**config.mk**
```make
export PLATFORM = sky130hd
export DESIGN_NAME = param_barrel_shifter_pipe
export DESIGN_NICKNAME = d
export VERILOG_FILES = /design/src/rtl/shifter_pkg.sv /design/src/rtl/shifter_stage.sv /design/src/rtl/param_barrel_shifter_pipe.sv
export SDC_FILE = /design/constraint.sdc
export NUM_CORES = 1
export LEC_CHECK = 0
export CORE_ASPECT_RATIO = 0.9
export CORE_MARGIN = 1
export CORE_UTILIZATION = 45
export DETAILED_ROUTE_END_ITERATION = 10
export GPL_TIMING_DRIVEN = 1
export MAX_ROUTING_LAYER = met4
export PLACE_DENSITY_LB_ADDON = 0.08
export SYNTH_ARGS = -nofsm -noshare
export SYNTH_HDL_FRONTEND = slang
export SYNTH_SLANG_ARGS = --single-unit
```
**constraint.sdc**
```tcl
create_clock -name clk -period 3 [get_ports clk]
set_input_delay 0.6 -clock clk [delete_from_list [all_inputs] [get_ports clk]]
set_output_delay 0.6 -clock clk [all_outputs]
set_load 0.01 [all_outputs]
```
**src/rtl/shifter_pkg.sv**
```systemverilog
// Shared types and the one-stage shift function used by the pipelined barrel shifter
// and by its reference model.
package shifter_pkg;

  typedef enum logic [1:0] {SH_LSL, SH_LSR, SH_ASR, SH_ROL} shift_mode_t;

  localparam int MAX_LOG = 6;
  localparam int MAX_W   = 1 << MAX_LOG;

  typedef logic [MAX_LOG-1:0] idx_t;
  typedef logic [MAX_W-1:0]   word_t;

  // Shift the low w bits of data by s in the given mode; bits at and above w stay zero.
  // w and s are elaboration constants at every RTL call site, so the loop unrolls to wiring.
  function automatic word_t shift_step(input word_t       data,
                                       input int          w,
                                       input int          s,
                                       input shift_mode_t mode,
                                       input logic        do_shift);
    word_t r;
    int    src;
    r   = '0;
    src = 0;
    if (!do_shift) begin
      r = data;
    end else begin
      for (int i = 0; i < MAX_W; i++) begin
        if (i < w) begin
          case (mode)
            SH_LSL: begin
              src = i - s;
              r[idx_t'(i)] = (src >= 0) ? data[idx_t'(src)] : 1'b0;
            end
            SH_LSR: begin
              src = i + s;
              r[idx_t'(i)] = (src < w) ? data[idx_t'(src)] : 1'b0;
            end
            SH_ASR: begin
              src = i + s;
              r[idx_t'(i)] = (src < w) ? data[idx_t'(src)] : data[idx_t'(w - 1)];
            end
            default: begin
              src = (i - s + w) % w;
              r[idx_t'(i)] = data[idx_t'(src)];
            end
          endcase
        end
      end
    end
    return r;
  endfunction

endpackage

```
**src/rtl/shifter_stage.sv**
```systemverilog
// One registered log-stage: conditionally shifts by 2**STAGE and forwards
// valid, mode and amount under a pipe-wide enable.
module shifter_stage
  import shifter_pkg::*;
#(
  parameter int N     = 3,
  parameter int STAGE = 0
) (
  input  logic              clk,
  input  logic              reset,
  input  logic              en_i,
  input  logic              vld_i,
  input  logic [(1<<N)-1:0] data_i,
  input  logic [N-1:0]      amt_i,
  input  shift_mode_t       mode_i,
  output logic              vld_o,
  output logic [(1<<N)-1:0] data_o,
  output logic [N-1:0]      amt_o,
  output shift_mode_t       mode_o
);
  localparam int W = 1 << N;

  logic [W-1:0] data_d, data_q;
  logic [N-1:0] amt_q;
  logic         vld_q;
  shift_mode_t  mode_q;
  word_t        ext_w;

  always_comb begin
    ext_w        = '0;
    ext_w[W-1:0] = data_i;
    data_d       = W'(shift_step(ext_w, W, 1 << STAGE, mode_i, amt_i[STAGE]));
  end

  always_ff @(posedge clk or posedge reset) begin
    if (reset) begin
      vld_q  <= 1'b0;
      data_q <= '0;
      amt_q  <= '0;
      mode_q <= SH_LSL;
    end else if (en_i) begin
      vld_q  <= vld_i;
      data_q <= data_d;
      amt_q  <= amt_i;
      mode_q <= mode_i;
    end
  end

  assign vld_o  = vld_q;
  assign data_o = data_q;
  assign amt_o  = amt_q;
  assign mode_o = mode_q;

endmodule

```
**src/rtl/param_barrel_shifter_pipe.sv**
```systemverilog
// Pipelined W=2**N barrel shifter (LSL/LSR/ASR/ROL), one log-stage per register,
// with a whole-pipe stall driven by the output handshake.
module param_barrel_shifter_pipe
  import shifter_pkg::*;
#(
  parameter int N = 3
) (
  input  logic              clk,
  input  logic              reset,
  input  logic              in_valid,
  output logic              in_ready,
  input  logic [(1<<N)-1:0] a,
  input  logic [N-1:0]      amt,
  input  shift_mode_t       mode,
  output logic              out_valid,
  input  logic              out_ready,
  output logic [(1<<N)-1:0] y
);
  localparam int W = 1 << N;

  logic              advance;
  logic [N:0]        vld_pipe;
  logic [N:0][W-1:0] data_pipe;
  logic [N:0][N-1:0] amt_pipe;
  shift_mode_t       mode_pipe [N+1];
  logic              unused_tail;

  // No skid buffer: the whole pipe freezes while a result waits downstream.
  assign advance  = !vld_pipe[N] || out_ready;
  assign in_ready = advance;

  assign vld_pipe[0]  = in_valid;
  assign data_pipe[0] = a;
  assign amt_pipe[0]  = amt;
  assign mode_pipe[0] = mode;

  for (genvar k = 0; k < N; k++) begin : g_stage
    shifter_stage #(.N(N), .STAGE(k)) u_stage (
      .clk    (clk),
      .reset  (reset),
      .en_i   (advance),
      .vld_i  (vld_pipe[k]),
      .data_i (data_pipe[k]),
      .amt_i  (amt_pipe[k]),
      .mode_i (mode_pipe[k]),
      .vld_o  (vld_pipe[k+1]),
      .data_o (data_pipe[k+1]),
      .amt_o  (amt_pipe[k+1]),
      .mode_o (mode_pipe[k+1])
    );
  end

  assign out_valid = vld_pipe[N];
  assign y         = data_pipe[N];

  // Last stage's control copy has no consumer.
  assign unused_tail = ^{amt_pipe[N], mode_pipe[N]};

endmodule

```
* Yosys cells after proc, flatten, opt, wreduce, memory -nomap -nowiden
Index checks and enable logic that the tools add are counted.
** Cells by class
- Add/sub/neg operators :: 0
- $mul :: 0
- Divide/modulo/power cells :: 0
- Magnitude comparators :: 0
- Eq/ne operators :: 6
- Shifts and indexed selects :: 0
- Multiplexer cells :: 27
- Bitwise gates (word level) :: 0
- Reduce and logical (&&, ||, !) cells :: 7
** Operator list (count)
- $mux 8 :: 3
- $pmux 1 s2 :: 10
- $mux 1 :: 14
- $eq 2x1->1 const B :: 3
- $eq 2x2->1 const B :: 3
- $logic_not 2->1 :: 3
- $reduce_or 2->1 :: 2
- $logic_not 1->1 :: 1
- $logic_or 1x1->1 :: 1
** Storage, ports and cells
- Register bits :: 37
- Bits in latches :: 0
- Memory bits (writable) :: 0
- Bits in read-only memories :: 0
- Input port bits :: 17
- Output and inout bits :: 10
- Word-level logic and storage cells :: 50
- Memories :: 0

* Longest topological paths before layout
Gate-level depths: netlist of the first run.
- Depth in word-level cells :: 4
- Gate-level depth with buffers :: 6
- Gate-level depth less buffers :: 5

* Modules after synthesis
A second synthesis of the first run with hierarchy kept.
** Unflattened totals
- Cells, all modules :: 195
- Area total of the unflattened synthesis :: 2164.6 um^2
** Modules (own cells, without submodules)
- shifter_stage at g_stage[0].u_stage :: instances 1, cells an instance 64, area an instance 743.2 um^2, sequential area each 350.3 um^2
- shifter_stage at g_stage[1].u_stage :: instances 1, cells an instance 64, area an instance 720.7 um^2, sequential area each 350.3 um^2
- shifter_stage at g_stage[2].u_stage :: instances 1, cells an instance 66, area an instance 694.4 um^2, sequential area each 350.3 um^2
- param_barrel_shifter_pipe :: instances 1, cells an instance 1, area an instance 6.3 um^2, sequential area each 0.0 um^2

* Worst setup path before layout of the first run
OpenSTA, ideal clock, no wires.
- Kind :: input to output
- From :: input port out_ready
- To :: output port in_ready
- Arrival :: 1.015 ns
- Required time :: 2.400 ns
- Setup slack :: 1.385 ns
- Cell stages on the path :: 4
- Buffers on the path :: 2
- Cells stage by stage :: nor2b_4 > buf_6 > inv_4 > buf_4
** On the way
- Word-level cells in the longest chain between the ends :: 1
** RTL lines
- start: declaration :: line param_barrel_shifter_pipe.sv:16 : input logic out_ready,
- $logic_or 1x1->1 :: line param_barrel_shifter_pipe.sv:29 : assign advance = !vld_pipe[N] || out_ready;
- end: declaration :: line param_barrel_shifter_pipe.sv:11 : output logic in_ready,
Every way passes these cells.

* Worst setup path after layout of the first run
Same ends and word-level chain as after synthesis.

==> impl_metrics.env, run 1 <==
export IMPL_status="finished, violations left"
export IMPL_violations="DRC"
export IMPL_fp_dieW_um=70.7
export IMPL_antenna_found_initial=0
export IMPL_post_route_period_util_pct=77.1
export IMPL_htree_num_levels=2
export IMPL_cpMostUsedCell="clkdlybuf4s50_1"
export IMPL_post_cts_buffers=0
export IMPL_intPower_w=0.00120
export IMPL_critical_path_class="in2out"
export IMPL_p_per_area_nw_per_um2=855
export IMPL_ys_ff_latch=34
export IMPL_cts_root_buf="clkbuf_8"
export IMPL_ant_nets=0
export IMPL_critPathMaxFanout=2
export IMPL_finalSetupViolCount=0
export IMPL_p_clk_share_pct=18.4
export IMPL_slowest_stage="clkdlybuf4s50_1"
export IMPL_grt_pass1_vias=1273
export IMPL_clk_path_buf_depth=2
export IMPL_overflow=0
export IMPL_n_antenna_cell=0
export IMPL_fillers=387
export IMPL_p_comb_share_pct=40.0
export IMPL_grt_total_usage_pct=17.7
export IMPL_dp_hpwl_um=2390
export IMPL_drc=5
export IMPL_drive_gt1_share_pct=8.49
export IMPL_tightest_slew_ns=0.565
export IMPL_cts_tree="yes"
export IMPL_hold_class="reg2reg"
export IMPL_grt_pass1_wl_um=5950
export IMPL_netlist_area_um2=1910
export IMPL_path_clk_slew_ns=0.06
export IMPL_drtIter0Drc=64
export IMPL_core_region_area_um2=4070
export IMPL_slew_headroom_pct=62.2
export IMPL_final_nets=234
export IMPL_post_route_min_period_ns=2.31
export IMPL_p_leak_nw=1.04
export IMPL_tns_ns=0
export IMPL_final_cell_mix="36 x nand2_1, 34 x dfrtp_1, 26 x clkdlybuf4s50_1, 14 x o21ai_0, 11 x nor2_1"
export IMPL_endpoint_kind="primary output"
export IMPL_synthCells=197
export IMPL_grt_max_degree=36
export IMPL_fin_util_pct=53.2
export IMPL_die_h_um=63.8
export IMPL_die_area_um2=4510
export IMPL_ys_seq_area_share_pct=44.5
export IMPL_initial_core_util_pct=46.9
export IMPL_ctsResizeCount=0
export IMPL_synth_nets=220
export IMPL_syn_avg_cell_area_um2=9.70
export IMPL_final_common_cell="nand2_1"
export IMPL_postCtsHoldBufs=0
export IMPL_routed_wl_um=3400
export IMPL_synth_cell_types=29
export IMPL_cts_inserted_buffers=5
export IMPL_switching_share_pct=35.2
export IMPL_rows=22
export IMPL_finalWeightedCongestion=0.826
export IMPL_fin_skew_ns=0.00700
export IMPL_hold_viol_final=0
export IMPL_drt_first_pass_iters=7
export IMPL_avgViaCountPerCell=5.37
export IMPL_dr_total_vias=1396
export IMPL_yosysWarnings=0
export IMPL_area_delta_synth_final_pct=13.4
export IMPL_cp_cell_sequence="clkdlybuf4s50_1 > nor2b_4 > inv_4 > clkdlybuf4s50_1"
export IMPL_io_buffer_count=26
export IMPL_max_freq_mhz=432
export IMPL_max_stage_delay_ns=0.52
export IMPL_drv_slew=0
export IMPL_p_sw_w=0.000652
export IMPL_clock_latency_ns=0.28
export IMPL_clock_sinks=34
export IMPL_rsz0062_at_grt="no"
export IMPL_vdd_drop_max_mv=0.244
export IMPL_cap_violations=0
export IMPL_power_frac_seq_pct=41.7
export IMPL_critPathArrivalTime_ns=1.71
export IMPL_crit_required_ns=2.40
export IMPL_wire_per_inst_um=13.1
export IMPL_io_pins=27
export IMPL_cp_start_kind="primary input"
path summary, 6_finish.rpt:
check / startpoint / end / slack [ns] / cells after the start
setup reg to reg: g_stage[0].u_stage.mode_o[0] / g_stage[1].u_stage.data_o[1] / 1.43 / 5
min in group asynchronous: reset / g_stage[1].u_stage.vld_o / 0.70 / 3
setup / recovery: out_ready / in_ready / 0.69 / 4
max in group asynchronous: reset / g_stage[0].u_stage.amt_o[1] / 2.00 / 3
hold reg to reg: g_stage[1].u_stage.vld_o / g_stage[1].u_stage.vld_o / 0.46 / 2
hold / removal: g_stage[1].u_stage.vld_o / g_stage[1].u_stage.vld_o / 0.46 / 2
routing by layer:
layer	wire, µm	part of all wire (%)	vias to the layer above	global-route usage, %
met5	0	0	-	-
li1	-	-	704	-
met2	1690	50	30	29.3
met3	104	3.1	4	4.73
met1	1580	46	658	20.7
met4	31	0.91	0	6.75
cells in the mapped netlist (all sizes together):
cell type  number  area share (%)
a211o           2            0.92
a211oi          8             4.5
a21o            8             3.1
a221oi          2            0.92
and3            2            0.65
buf            21             9.1
clkbuf          1            0.26
dfrtp          34              45
ha              6             3.9
inv            12             2.5
mux2i          10             5.2
nand2          36             7.1
nand2b          1            0.33
nand3           1            0.26
nand3b          1            0.39
nor2           11             2.2
nor2b           1            0.72
o211a           5             2.6
o21a            4             1.6
o21ai          24             6.3
o221ai          4             1.8
o22ai           2            0.65
o311a           1            0.52
power groups by stage:
stage / registers, W / clock network [W] / logic (W)
5_1_grt: 0.000805 / 0.000378 / 0.000827
4_1_cts: 0.000775 / 0.000353 / 0.000748
2_1_floorplan: 0.000733 / 0 / 0.000650
3_5_place_dp: 0.000783 / 0 / 0.000746
6_report: 0.000773 / 0.000340 / 0.000740
3_3_place_gp: 0.000779 / 0 / 0.000732
logic make-up (layout without fill, tap and decap cells):
group	after synthesis	after routing	synth area share, %
compound gates	60	60	22.9
fa+ha+maj	6	6	3.93
buf+inv	34	49	11.8
flops	34	34	44.5
mux	10	10	5.24
simple gates	53	53	11.6
registers in the layout (all words and copies together), names as in the netlist:
register                cells
g_stage.u_stage.amt_o       3
g_stage.u_stage.vld_o       3
g_stage.u_stage.mode_o      4
g_stage.u_stage.data_o     24
stage by stage:
stage / power [W] / cells / worst slack [ns] / cell area (µm²) / hold WS [ns]
floorplan: 0.00138 / 197 / 1.39 / 1910 / 0.430
global placement: 0.00151 / 252 / 0.686 / 2080 / 0.441
detailed placement: 0.00153 / 252 / 0.665 / 2080 / 0.448
CTS: 0.00188 / 260 / 0.681 / 2170 / 0.463
global route: 0.00201 / 260 / 0.661 / 2170 / 0.508
finish: 0.00185 / 260 / 0.686 / 2170 / 0.457
critical path, delay by kind of cell:
kind | cells | cell delay [ns]
and+or+nand+nor | 1 | 0.06
buffers and inverters | 3 | 1.06
final cells by class:
cell class              count  area (µm²)  area share, %
clock buffers               7        86.3           3.98
clock inverters             1        5.00          0.231
inverters                  12        47.5           2.19
multi-input cells         129         835           38.5
flip-flops and latches     34         851           39.3
well taps                  48        60.1           2.77
repair buffers             29         283           13.0
No activity file was read; power rests on OpenSTA's default activity.
==> inputs of run 2 (changes only) <==
Clock period 3 ns to 1.9 ns, I/O delays scaled along.
==> run 2 against run 1 <==
The run still ends with DRC left. Clock skew is 0.0032 ns lower. Combinational power grew 59%. Cell count grew 0.77%. Non-clock buffer count increased by 3. Utilization is 0.25 points higher. Via count stayed put. Global-route usage increased by 1.0 points. Critical path type is now in2reg. Register-to-register slack worse by 1.1 ns. Clock-buffer cell count stayed put. Sequential power up 58%. Largest cell class unchanged.
==> impl_metrics.env, run 2 (synthesized netlist as in run 1, its figures left out) <==
export IMPL_cts_root_buf="clkbuf_8"
export IMPL_cp_cell_sequence="clkdlybuf4s50_1 > inv_1 > ha_1 > mux2i_1 > a211oi_2 > a21o_1"
export IMPL_ant_nets=0
export IMPL_slew_headroom_pct=68.5
export IMPL_setup_slack_ns=0.0978
export IMPL_slowest_stage="ha_1"
export IMPL_finalSetupViolCount=0
export IMPL_critPathArrivalTime_ns=1.98
export IMPL_postCtsHoldBufs=0
export IMPL_grt_pass1_wl_um=6400
export IMPL_fillers=377
export IMPL_cap_violations=0
export IMPL_hold_viol_final=0
export IMPL_final_common_cell="nand2_1"
export IMPL_p_sw_w=0.00103
export IMPL_grt_pass1_vias=1394
export IMPL_rsz0062_at_grt="no"
export IMPL_cts_tree="yes"
export IMPL_core_region_area_um2=4070
export IMPL_dr_total_vias=1396
export IMPL_wl_met1_um=1660
export IMPL_fp_dieW_um=70.7
export IMPL_max_freq_mhz=555
export IMPL_finalWeightedCongestion=0.844
export IMPL_io_buffer_count=26
export IMPL_drv_slew=0
export IMPL_drtIter0Drc=69
export IMPL_wl_met2_um=1730
export IMPL_endpoint_kind="flip-flop"
export IMPL_p_clk_share_pct=17.0
export IMPL_drc=4
export IMPL_intPower_w=0.00186
export IMPL_htree_num_levels=2
export IMPL_p_leak_nw=1.05
export IMPL_largest_reg_flops=24
export IMPL_wl_met3_um=135
export IMPL_die_h_um=63.8
export IMPL_drt_first_pass_iters=8
export IMPL_dp_hpwl_um=2530
export IMPL_wire_per_inst_um=13.7
export IMPL_overflow=0
export IMPL_clk_path_buf_depth=2
export IMPL_initial_core_util_pct=46.9
export IMPL_post_route_min_period_ns=1.80
export IMPL_pre_cts_slack_ns=-0.189
export IMPL_path_clk_slew_ns=0.06
export IMPL_status="finished, violations left"
export IMPL_tightest_slew_ns=0.473
export IMPL_io_pins=27
export IMPL_routed_wl_um=3600
export IMPL_cts_inserted_buffers=5
export IMPL_r2r_start="g_stage[0].u_stage.mode_o[1]"
export IMPL_final_nets=237
export IMPL_hp_start="g_stage[1].u_stage.vld_o"
export IMPL_switching_share_pct=35.6
export IMPL_max_stage_delay_ns=0.51
export IMPL_critPathLaunch="mode[0]"
export IMPL_hold_class="reg2reg"
export IMPL_vdd_drop_max_mv=0.393
export IMPL_clock_latency_ns=0.28
export IMPL_p_per_area_nw_per_um2=1330
export IMPL_avgViaCountPerCell=5.33
export IMPL_cp_start_kind="primary input"
export IMPL_die_area_um2=4510
export IMPL_area_delta_synth_final_pct=13.9
export IMPL_fin_skew_ns=0.00377
export IMPL_critical_path_class="in2reg"
export IMPL_tns_ns=0
export IMPL_final_cell_mix="36 x nand2_1, 34 x dfrtp_1, 25 x clkdlybuf4s50_1, 14 x o21ai_0, 11 x nor2_1"
export IMPL_maxUsedRoutingLayer="met4"
export IMPL_grt_total_usage_pct=18.8
export IMPL_clock_sinks=34
export IMPL_critPathMaxFanout=8
export IMPL_n_antenna_cell=0
export IMPL_crit_required_ns=2.07
export IMPL_rows=22
export IMPL_power_frac_seq_pct=42.3
export IMPL_grt_max_degree=36
export IMPL_antenna_found_initial=0
export IMPL_violations="DRC"
export IMPL_p_comb_share_pct=40.7
export IMPL_drive_gt1_share_pct=8.88
export IMPL_post_route_period_util_pct=94.9
## run 2: per-stage QoR
| stage | hold WS [ns] | area, µm² | std cells | utilization, % | power (W) |
|---|---|---|---|---|---|
| 2_1_floorplan | 0.430 | 1910 | 197 | - | 0.00218 |
| 3_3_place_gp | 0.441 | 2100 | 255 | 51.5 | 0.00239 |
| 5_1_grt | 0.499 | 2180 | 262 | 53.4 | 0.00313 |
| 6_report | 0.459 | 2180 | 262 | 53.4 | 0.00289 |
| 3_5_place_dp | 0.448 | 2100 | 255 | 51.5 | 0.00242 |
| 4_1_cts | 0.463 | 2170 | 262 | 53.4 | 0.00293 |
## run 2: path summary, 6_finish.rpt
path                       slack (ns)  cells after the start                            to
setup / recovery                  0.1                      6  g_stage[0].u_stage.data_o[2]
hold / removal                   0.46                      2      g_stage[1].u_stage.vld_o
setup reg to reg                 0.34                      4  g_stage[1].u_stage.data_o[1]
hold reg to reg                  0.46                      2      g_stage[1].u_stage.vld_o
max in group asynchronous        1.10                      3  g_stage[2].u_stage.data_o[7]
min in group asynchronous        0.49                      3  g_stage[0].u_stage.mode_o[0]
## run 2: area by class of cell
cell class / instances / area (µm²) / share of cell area, %
clock buffers: 7 / 76.3 / 3.51
repair buffers: 32 / 308 / 14.1
well taps: 48 / 60.1 / 2.76
flip-flops and latches: 34 / 851 / 39.1
inverters: 12 / 47.5 / 2.18
multi-input cells: 129 / 835 / 38.3
## run 2: routing by layer
layer / vias up / GRT usage (%)
met2: 36 / 32.5
met3: 7 / 5.05
met5: - / -
met4: 0 / 6.75
li1: 707 / -
met1: 646 / 20.9
## run 2: repair_timing
action | CTS | global route
endpoints found under the setup margin | 0 | 1
hold endpoints to repair | 0 | 0
gates resized for setup | 0 | 1
buffers inserted | 0 | 0
## run 2: critical path, delay by kind of cell
| family | cells | cell delay, ns |
|---|---|---|
| compound gates | 2 | 0.26 |
| buf+inv | 2 | 0.53 |
| fa+ha+maj | 1 | 0.51 |
| mux | 1 | 0.30 |
## run 2: power groups by stage
stage	clock, W	combinational (W)	sequential [W]
after floorplan	0	0.00103	0.00116
final	0.000491	0.00118	0.00122
after CTS	0.000515	0.00119	0.00123
after global routing	0.000542	0.00132	0.00128
after global placement	0	0.00116	0.00123
after detailed placement	0	0.00118	0.00124
==> inputs of run 3 (changes only) <==
Settings changed: TNS_END_PERCENT set to 5.
==> results of run 3 <==
The final DEF is identical to that of run 2; final timing and power are the same.
==> variant 1: new RTL, flow settings as in run 3 <==
Make the reset (`reset`) synchronous in one clocked block.
--- a/src/rtl/shifter_stage.sv
+++ b/src/rtl/shifter_stage.sv
@@ -33,5 +33,5 @@
   end
 
-  always_ff @(posedge clk or posedge reset) begin
+  always_ff @(posedge clk) begin
     if (reset) begin
       vld_q  <= 1'b0;
Check against the original RTL: differs if reset is asserted again (counterexample within 4 cycles, from zero or initial values and one cycle with reset high); with reset held inactive, the same outputs for 10 cycles.
==> variant 1 against run 3 <==
Setup slack worse by 0.0093 ns. Cell area is 2.9% lower. Sequential cell count unchanged. Clock skew up 0.0028 ns. Synthesized area fell by 6.6%. Wire length increased by 8.1%.
Power is not compared: it rests on default switching activity, and its combinational part moved more than twofold at a synthesized area within 25%.
==> variant 1: results (changes against run 3) <==
| Metric | Value |
|---|---|
| Clock Tree Root | clkbuf_8 |
| Clock buffer depth | 2 (unchanged) |
| Synth Area in XOR/XNOR | 0% (unchanged) |
| Post-CTS setup buffer count | 0 (unchanged) |
| Reg2Reg Setup Slack | 0.24 ns (-0.10 ns) |
| Htree depth | 2 (unchanged) |
| Worst setup path end | g_stage[0].u_stage.data_o[0] |
| R2R depth | 5 (+1) |
| Top cells by area, synth | dfxtp_1, nand2_1, a21oi_1 |
| Reg2reg start | g_stage[0].u_stage.mode_o[0] |
| Hold_sp | g_stage[0].u_stage.amt_o[2] |
| Yosys cell types | 27 (-6.9%) |
| Placer Congestion | 0.837 (-0.77%) |
| Layout cells sized above 1 | 8.05% (-0.83 points) |
| Complex-gate fraction of the synthesized area | 20.4% (-2.5 points) |
| Crit path DAT | 2.03 ns (+0.05 ns) |
| Worst hold endpoint | g_stage[0].u_stage.amt_o[2] |
| Critical Path Fanout Max | 2 (-6) |
| Sequential area share after synthesis | 38.1% (-6.4 points) |
| Largest net degree at the start of global routing | 37 (+2.8%) |
| Routed len/inst | 13.8 um (+0.40%) |
| Mapped Nets | 242 (+10%) |
| Overall routing resource usage | 21.1% (+2.3 points) |
| Slew @ Worst Pin | 0.476 ns (+0.00313 ns) |
| FFs w/ async S/R, synth | 0% (-100 points) |
| Vias in the first global route | 1,341 (-3.8%) |
| Fill count | 379 (+0.53%) |
| Vias per inst | 5.59 (+4.8%) |
| Max stage delay on crit path | 0.48 ns (-0.03 ns) |
| DP HPWL | 2720 um (+7.3%) |
| Post-CTS Resized | 1 (+1) |
| Drt initial violations | 176 (+160%) |
| Worst hold stages | 2 (unchanged) |
| Status | completed |
| Placed inst area | 0.00202 mm^2 (-3.5%) |
| Setup Skew | 0.00662 ns (+0.00285 ns) |
| First-pass GRT wire length | 6290 um (-1.7%) |
| Layout Nets | 258 (+8.9%) |
| DRT Pass-1 Iters | 4 (-4) |
| Final Setup Violations | 0 (unchanged) |
| WHS | 0.454 ns (-0.00494 ns) |
| Crit-path slowest cell | clkdlybuf4s50_1 |
| Synth Flop Type | dfxtp_1 |
| Reg clk slew, reported paths | 0.07 ns |
| Synth top cells by count | nand2_1, dfxtp_1, nor2_1 |
| Adder-cell share of the synthesized area | 4.20% (+0.28 points) |
| RR Endpoint | g_stage[1].u_stage.data_o[3] |
| Mux cell area share after synthesis | 3.36% (-1.9 points) |
variant 1: power by group through the flow:
| stage | registers [uW] | logic (uW) | clock network (uW) |
|---|---|---|---|
| floorplan | 808 | 203 | 0 |
| global placement | 822 | 275 | 0 |
| detailed placement | 824 | 282 | 0 |
| CTS | 808 | 284 | 564 |
| global route | 815 | 311 | 600 |
| finish | 808 | 283 | 559 |
variant 1: area by class of cell:
cell class	count	area (um^2)	area share, %
repair buffers	35	352	16.6
clock buffers	7	86.3	4.08
flip-flops and latches	34	681	32.2
inverters	7	26.3	1.24
clock inverters	1	5.00	0.237
well taps	46	57.6	2.72
multi-input cells	152	907	42.9
variant 1: kinds of logic (layout without fill, tap and decap cells):
logic type	after synthesis	after routing
AOI/OAI and AO/OA	51	51
adders and majority gates	6	6
buffers and inverters	33	50
DFF	34	34
muxes	6	6
and+or+nand+nor	89	89
variant 1: critical path: cells and delay by family:
| kind | cells | cell delay (ns) |
|---|---|---|
| AO/OA/AOI/OAI | 2 | 0.45 |
| adder cells (fa/ha/maj) | 1 | 0.30 |
| AND/OR/NAND/NOR | 1 | 0.38 |
| buffers and inverters | 2 | 0.53 |
variant 1: metrics by stage:
step	setup WS (ns)	TNS [ns]	std cells
floorplan	0.227	0	219
global placement	-0.162	-0.751	274
detailed placement	-0.206	-0.883	274
CTS	0.0871	0	282
global route	0.0575	0	282
finish	0.0885	0	282
variant 1: per-layer routing:
metal	GRT usage (%)	vias to the layer above	share of wire, %
met5	-	-	0
met4	7.14	0	1.2
met3	5.29	8	4.2
met2	30.5	36	45
met1	28.3	743	49
li1	-	788	-
==> variant 2: new RTL, config.mk and constraints of run 3 <==
Without the edit above. `N` is set to 3 in 2 places; all go to 5.
--- a/src/rtl/shifter_stage.sv
+++ b/src/rtl/shifter_stage.sv
@@ -4,5 +4,5 @@
   import shifter_pkg::*;
 #(
-  parameter int N     = 3,
+  parameter int N     = 5,
   parameter int STAGE = 0
 ) (
--- a/src/rtl/param_barrel_shifter_pipe.sv
+++ b/src/rtl/param_barrel_shifter_pipe.sv
@@ -4,5 +4,5 @@
   import shifter_pkg::*;
 #(
-  parameter int N = 3
+  parameter int N = 5
 ) (
   input  logic              clk,
Interface: changed (resized a, amt and y); port bits go from 27 to 77. The function was not compared with the original's and may differ.
==> variant 2 against run 3 <==
Fmax up 0.76%. Cell count rose to 5.3 times the old value. Power increased to 7.4 times the old value. Via count grew to 5.5 times the old value. Wire length grew to 7.0 times the old value. Die area grew to 5.2 times the old value. Synthesized area grew to 5.3 times the old value. Global-route usage rose by 4.4 points. First-iteration DRC count grew to 6.1 times the old value. Sequential cell count grew 149. Setup slack better by 0.014 ns. Cell area rose to 5.3 times the old value. Sequential power rose to 6.3 times the old value. Clock skew grew 0.011 ns. Highest routed layer unchanged.
==> variant 2: results (changes against run 3) <==
| Metric | Value |
|---|---|
| Status | completed |
| RR Endpoint | g_stage[1].u_stage.data_o[8] |
| Latest clock arrival within the worst-skew pair | 0.44 ns (+0.16 ns) |
| R2R depth | 7 (+3) |
| Overall routing resource usage | 23.1% (+4.4 points) |
| Critical Path Fanout Max | 33 (+25) |
| Vias per inst | 5.56 (+4.3%) |
| Yosys cell types | 35 (+21%) |
| Layout cells sized above 1 | 8.29% (-0.59 points) |
| Vias | 7,718 (+450%) |
| Largest net degree at the start of global routing | 66 (+83%) |
| Setup Skew | 0.0147 ns (+0.0110 ns) |
| Placer Congestion | 0.796 (-5.7%) |
| IO buf count | 76 (+190%) |
| Crit path DAT | 2.17 ns (+0.19 ns) |
| Mapped Cells | 1,063 (+440%) |
| Reg2Reg Setup Slack | 0.11 ns (-0.23 ns) |
| Met2 Use GR | 34.0% (+1.5 points) |
| Post-Place Cells | 1,357 (+430%) |
| Post-CTS Resized | 1 (+1) |
| Largest register FFs | 160 (+570%) |
| Top cells by area, synth | dfrtp_1, mux2i_1, a211oi_1 |
| Vias in the first global route | 7,434 (+430%) |
| Lkg Pwr | 0.00552 uW (+430%) |
| Drt initial violations | 424 (+510%) |
| GR Layer Usage met3 | 3.23% (-1.8 points) |
| Clock Tree Root | clkbuf_16 |
==> variant 2: cell count changes in the layout (fill, tap and decap cells not counted), sizes merged, moves of 19 or more <==
cell / run 3 / this run
clkdlybuf4s50: 25 / 74
a21o: 8 / 92
a211oi: 8 / 92
mux2i: 10 / 98
nor2: 11 / 116
nand2: 36 / 136
dfrtp: 34 / 183
buf: 6 / 52
o21ai: 24 / 89
nand3b: 1 / 20
==> variant 2: worst max-delay path by stage <==
| stage | from | end | slack, ns |
|---|---|---|---|
| after floorplan | reset | g_stage[0].u_stage.amt_o[1] | -0.83 |
| after global placement | mode[0] | g_stage[0].u_stage.data_o[18] | -0.18 |
| after detailed placement | mode[0] | g_stage[0].u_stage.data_o[28] | -0.23 |
| after CTS | g_stage[0].u_stage.mode_o[0] | g_stage[1].u_stage.data_o[8] | 0.09 |
| after global routing | g_stage[2].u_stage.mode_o[0] | g_stage[3].u_stage.data_o[11] | 0.001 |
| final | g_stage[0].u_stage.mode_o[0] | g_stage[1].u_stage.data_o[8] | 0.11 |
==> variant 2: kinds of logic after synthesis <==
family          after synthesis  synth area share [%]
mux                          98                  9.60
flops                       183                  44.8
fa+ha+maj                    10                  1.22
simple gates                303                  12.8
buf+inv                     141                  9.52
compound gates              328                  22.0
==> variant 2: worst max-delay path: stages (launching register included) <==
cell and delay, ns:
dfrtp_1 0.39, inv_1 0.07, ha_1 0.32, buf_12 0.23
mux2i_1 0.11, a211oi_1 0.34, buf_4 0.17, a21o_1 0.07
==> variant 2: layout make-up <==
type	count	area, um^2	area share (%)
Clock buffer	18	439	3.77
Inverter	17	67.6	0.580
Timing Repair Buffer	127	1380	11.8
Multi-Input combinational cell	739	4670	40.1
Tap cell	291	364	3.13
Clock inverter	14	154	1.32
Sequential cell	183	4580	39.3
==> variant 2: per-layer routing <==
layer,up-vias,wire length (um)
met1,3779,12600
li1,3783,-
met2,139,11300
met5,-,0
met4,0,331
met3,17,739
==> variant 2: report_power, final <==
group | switching (uW) | internal, uW | total (uW)
Sequential | 1900 | 5790 | 7700
Combinational | 5200 | 5010 | 10200
Clock | 1710 | 1910 | 3620
==> variant 2: per-stage QoR <==
stage	setup WS (ns)	utilization, %	area [um^2]	setup TNS (ns)	hold slack (ns)
2_1_floorplan	-0.831	-	10200	-151.99	0.430
3_3_place_gp	-0.182	50.4	11100	-7.57	0.442
3_5_place_dp	-0.230	50.4	11100	-8.63	0.448
4_1_cts	0.0920	53.1	11600	0	0.332
5_1_grt	0.00117	53.1	11600	0	0.360
6_report	0.111	53.1	11600	0	0.331
